### config.mk
export PLATFORM = sky130hd
export DESIGN_NAME = student_coeff_ctrl
export DESIGN_NICKNAME = d
export VERILOG_FILES = /design/src/rtl/student_coeff_ctrl.sv
export SDC_FILE = /design/constraint.sdc
export NUM_CORES = 1
export LEC_CHECK = 0
export CAP_MARGIN = 20
export CORE_MARGIN = 5
export CORE_UTILIZATION = 38
export DETAILED_ROUTE_END_ITERATION = 8
export MAX_ROUTING_LAYER = met4
export PLACE_DENSITY_LB_ADDON = 0.15
export SYNTH_ARGS = -nofsm -noshare
export SYNTH_HDL_FRONTEND = slang
export SYNTH_SLANG_ARGS = --single-unit
### constraint.sdc
create_clock -name clk_i -period 2.5 [get_ports clk_i]
set_input_delay 0.5 -clock clk_i [delete_from_list [all_inputs] [get_ports clk_i]]
set_output_delay 0.5 -clock clk_i [all_outputs]
set_load 0.03 [all_outputs]
### src/rtl/student_coeff_ctrl.sv
// Coefficient sweep controller: streams N coefficients from a dual-port RAM to the MAC
// datapath per input sample, and arbitrates host writes so they never land mid-sweep.
module student_coeff_ctrl #(
  parameter int unsigned AddrWidth     = 10,
  parameter int unsigned CoeffDataSize = 16
) (
  input  logic                     clk_i,
  input  logic                     rst_i,
  input  logic                     sample_valid_i,
  output logic                     sample_ready_o,
  input  logic [AddrWidth:0]       num_taps_i,
  input  logic                     wr_valid_i,
  output logic                     wr_ready_o,
  input  logic [AddrWidth-1:0]     wr_addr_i,
  input  logic [CoeffDataSize-1:0] wr_data_i,
  output logic                     ram_ena_o,
  output logic                     ram_wea_o,
  output logic [AddrWidth-1:0]     ram_addra_o,
  output logic [CoeffDataSize-1:0] ram_dia_o,
  output logic                     ram_enb_o,
  output logic [AddrWidth-1:0]     ram_addrb_o,
  input  logic [CoeffDataSize-1:0] ram_dob_i,
  output logic [CoeffDataSize-1:0] coeff_o,
  output logic                     coeff_valid_o,
  output logic [AddrWidth-1:0]     coeff_idx_o,
  output logic                     coeff_last_o,
  output logic                     done_o
);

  typedef enum logic [1:0] {StIdle, StRun, StDrain} state_e;

  state_e               state_q, state_d;
  logic [AddrWidth-1:0] cnt_q, cnt_d;
  logic [AddrWidth-1:0] last_q, last_d;
  logic [AddrWidth-1:0] idx_q;
  logic                 valid_q, last_flag_q, done_q;

  logic                 accept, taps_zero, run_last, wr_fire;
  logic [AddrWidth-1:0] taps_last;

  // Requests above the RAM depth saturate to a full sweep, so the last index is all ones.
  assign taps_zero = (num_taps_i == '0);
  assign taps_last = num_taps_i[AddrWidth] ? '1 : (num_taps_i[AddrWidth-1:0] - 1'b1);

  assign sample_ready_o = (state_q == StIdle) && !rst_i;
  assign accept         = sample_ready_o && sample_valid_i;
  assign wr_ready_o     = sample_ready_o && !sample_valid_i;
  assign wr_fire        = wr_ready_o && wr_valid_i;

  assign ram_ena_o   = wr_fire;
  assign ram_wea_o   = wr_fire;
  assign ram_addra_o = wr_addr_i;
  assign ram_dia_o   = wr_data_i;

  assign ram_enb_o   = (state_q == StRun) && !rst_i;
  assign ram_addrb_o = cnt_q;
  assign run_last    = ram_enb_o && (cnt_q == last_q);

  always_comb begin
    state_d = state_q;
    cnt_d   = cnt_q;
    last_d  = last_q;
    unique case (state_q)
      StIdle: begin
        if (sample_valid_i) begin
          cnt_d  = '0;
          last_d = taps_last;
          if (!taps_zero) state_d = StRun;
        end
      end
      StRun: begin
        if (cnt_q == last_q) state_d = StDrain;
        else                 cnt_d   = cnt_q + 1'b1;
      end
      StDrain: state_d = StIdle;
      default: state_d = StIdle;
    endcase
  end

  always_ff @(posedge clk_i) begin
    if (rst_i) begin
      state_q     <= StIdle;
      cnt_q       <= '0;
      last_q      <= '0;
      idx_q       <= '0;
      valid_q     <= 1'b0;
      last_flag_q <= 1'b0;
      done_q      <= 1'b0;
    end else begin
      state_q     <= state_d;
      cnt_q       <= cnt_d;
      last_q      <= last_d;
      valid_q     <= ram_enb_o;
      last_flag_q <= run_last;
      done_q      <= run_last || (accept && taps_zero);
      if (ram_enb_o) idx_q <= cnt_q;
    end
  end

  // Registered outputs are masked during reset so an aborted sweep stops immediately.
  assign coeff_o       = ram_dob_i;
  assign coeff_valid_o = valid_q && !rst_i;
  assign coeff_idx_o   = rst_i ? '0 : idx_q;
  assign coeff_last_o  = last_flag_q && !rst_i;
  assign done_o        = done_q && !rst_i;

endmodule

==> flow_summary.ini <==
[place]
portBuffers = 42
dp_cells = 305
dp_slack_ns = 0.04830
dpl.hpwl_um = 3254
gp_congestion = 0.7529

[min_path]
hold_depth = 2
hold_path_end = idx_q[0]
hold_class = reg2reg
hp-start = idx_q[0]

[final_layout]
area_growth_pct = 12.13
utilization_pct = 43.32
layout_common_cells = dfxtp_1 (35), clkdlybuf4s50_1 (25), buf_4 (25)
final_layout_size_suffix_gt1_share_pct = 21.16
nFillCells = 588
antenna_cells = 0
layout_commonest_cell = dfxtp_1
fin_nets = 299
final_cells = 313

[critical_path]
worstSetupPathDepth = 4
ff2ff_path_depth = 5
reg2reg_setup_slack_ns = 0.55
end_kind = primary output
worstPathRequired_ns = 2.00
r2r_end = ram_addrb_o[9]
crit_top_cell = clkdlybuf4s50_1
critical_path_class = in2out
critPathLaunch = rst_i
reg2reg_from = ram_addrb_o[3]
slowest_stage = clkdlybuf4s50_1
critPathBufInv = 3
cp_top_family = buffers and inverters
cp_cell_sequence = clkdlybuf4s50_1 > nand2b_1 > inv_1 > clkdlybuf4s50_1
cp_max_fo = 2
arrival_ns = 1.84
critPathMaxStageDelay_ns = 0.68
start_kind = input pin

[timing]
skew_ns = 0.006950
fin_crit_sh_pct = 93.73
finalSetupTns_ns = 0
whs_ns = 0.4536
rsz0062_at_grt = no
tightest_slew_ns = 0.3948
fin_ws_ns = 0.1567
finalHoldViolCount = 0
setup_viol = 0
drv_slew = 0
slew_headroom_pct = 73.68
fmax_ghz = 0.4268
min_period_ns = 2.343

[logic_synthesis]
yosys_most_used_dff = dfxtp_1
yosysSeqAreaShare_pct = 33.14
yosysUniqueCellTypes = 47
yosysTopAreaCell = dfxtp_1
ys_ff_latch = 35
synth_top_cell_area_share_pct = 33.14
synth-async-reset-ratio_pct = 0
ys_top_cells_by_area = dfxtp_1 (33%), buf_4 (15%), xor2_1 (5.0%), mux2_2 (4.8%), nor2b_1 (3.8%)
yosys_warnings = 0
synth_edf_count = 0
synth.avg_cell_area_um2 = 9.036
syn-instance-count = 234
syn_area_mm2 = 0.002115
syn_nets = 293

[die]
io_pins = 127
die_y_um = 84.60
core_mm2 = 0.005473
num_rows = 27
dieArea_mm2 = 0.007156
die_w_um = 84.60
initial_utilization_pct = 38.64

[global_route]
grt_antenna_before_repair = 0
grt_first_pass_wirelength_um = 7031
grt.total_usage_pct = 12.61
grt_max_degree = 20
grt_pass1_vias = 1432
overflow = 0

[clocking]
cts_made_buffers = 5
cts.sinks = 35
cts.clk_slew.worst_paths_ns = 0.07
cts_buffer_depth = 2
cts_resized = 0
cts_setup_buffers = 0
cts.htree.levels = 2
clk_latency_ns = 0.28
root_buffer = clkbuf_8
cts_tree = done
hold_buffers = 0

[pwr]
peakVddDrop_mv = 0.2165
p_per_area_mw_per_mm2 = 537.8
p_leak_uw = 0.0009858

[run_status]
status = complete, no violations

[flow_run]
cap_violations = 0

[route]
post-route-drc-count = 0
drt_pass1_iterations = 4
num_vias = 1537
drtIter0Drc = 54
detail_route.vias_per_cell = 4.911
finalWirelength_um = 4326
detail-route-antenna-nets = 0
wl_per_cell_um = 13.82
==> registers in the layout, indices dropped and copies added (netlist names) <==
signal       flops
valid_q          1
state_q          2
last_flag_q      1
idx_q           10
done_q           1
last_q          10
ram_addrb_o     10
==> area by class of cell <==
class	instances	area, um2	share of cell area, %
clock buffers	7	76.32	3.219
clock inverters	1	5.005	0.2111
inverters	7	26.28	1.108
multi-input cells	141	1035	43.64
flip-flops and latches	35	700.7	29.55
well taps	72	90.09	3.799
repair buffers	50	437.9	18.47
==> layer usage <==
metal  part of all wire [%]  track usage [%]
met1                     47            15.24
met2                     45            19.29
met3                    6.7            4.122
met4                    1.6            5.180
met5                      0                -
==> Yosys cell counts, drive strengths merged (2+ instances only) <==
library cell  count
a21oi             6
a22oi             5
a311oi            4
a31oi             5
and2              2
and3              6
buf              48
clkbuf            3
dfxtp            35
ha                2
inv               7
mux2              9
nand2             8
nand2b           10
nand3             5
nand4             2
nor2             14
nor2b            13
nor3              7
nor4              4
o21a              3
o21ai             2
or3               2
or4               2
xnor2             4
xor2             12
==> power by group <==
group | internal (uW) | leakage (uW) | switching [uW] | total, uW
combinational | 117 | 0.000658 | 151 | 269
clock | 195 | 0.0000422 | 196 | 392
sequential | 588 | 0.000285 | 26.2 | 615
total | 901 | 0.000986 | 374 | 1280
==> worst max-delay path by stage <==
| stage | slack [ns] | endpoint |
|---|---|---|
| 3_5_place_dp | 0.05 | last_q[8] |
| 5_1_grt | 0.03 | ram_enb_o |
| 6_report | 0.16 | ram_enb_o |
| 2_1_floorplan | 0.03 | ram_wea_o |
| 4_1_cts | 0.12 | ram_enb_o |
| 3_3_place_gp | 0.09 | last_q[8] |
==> stage by stage <==
step                      instance area [um2]  total power [uW]
after detailed placement                 2290             899.9
after floorplan                          2121             925.8
after global placement                   2290             899.0
after CTS                                2371              1299
after global routing                     2371              1348
final                                    2371              1275
==> cells by family after synthesis <==
group                    count (synthesis)  share of synthesized area, %
flip-flops                              35                         33.14
adder cells (fa/ha/maj)                  2                         1.183
XOR/XNOR                                16                         6.627
multiplexers                            10                         5.266
AO/OA/AOI/OAI                           32                         11.48
AND/OR/NAND/NOR                         81                         24.08
buffers and inverters                   58                         18.22
==> tightest hold or removal path, delay by kind of cell (launching register included) <==
kind,cells,cell delay (ns)
compound gates,1,0.05
flops,1,0.31
simple gates,1,0.05
No activity file was read; power rests on OpenSTA's default activity.
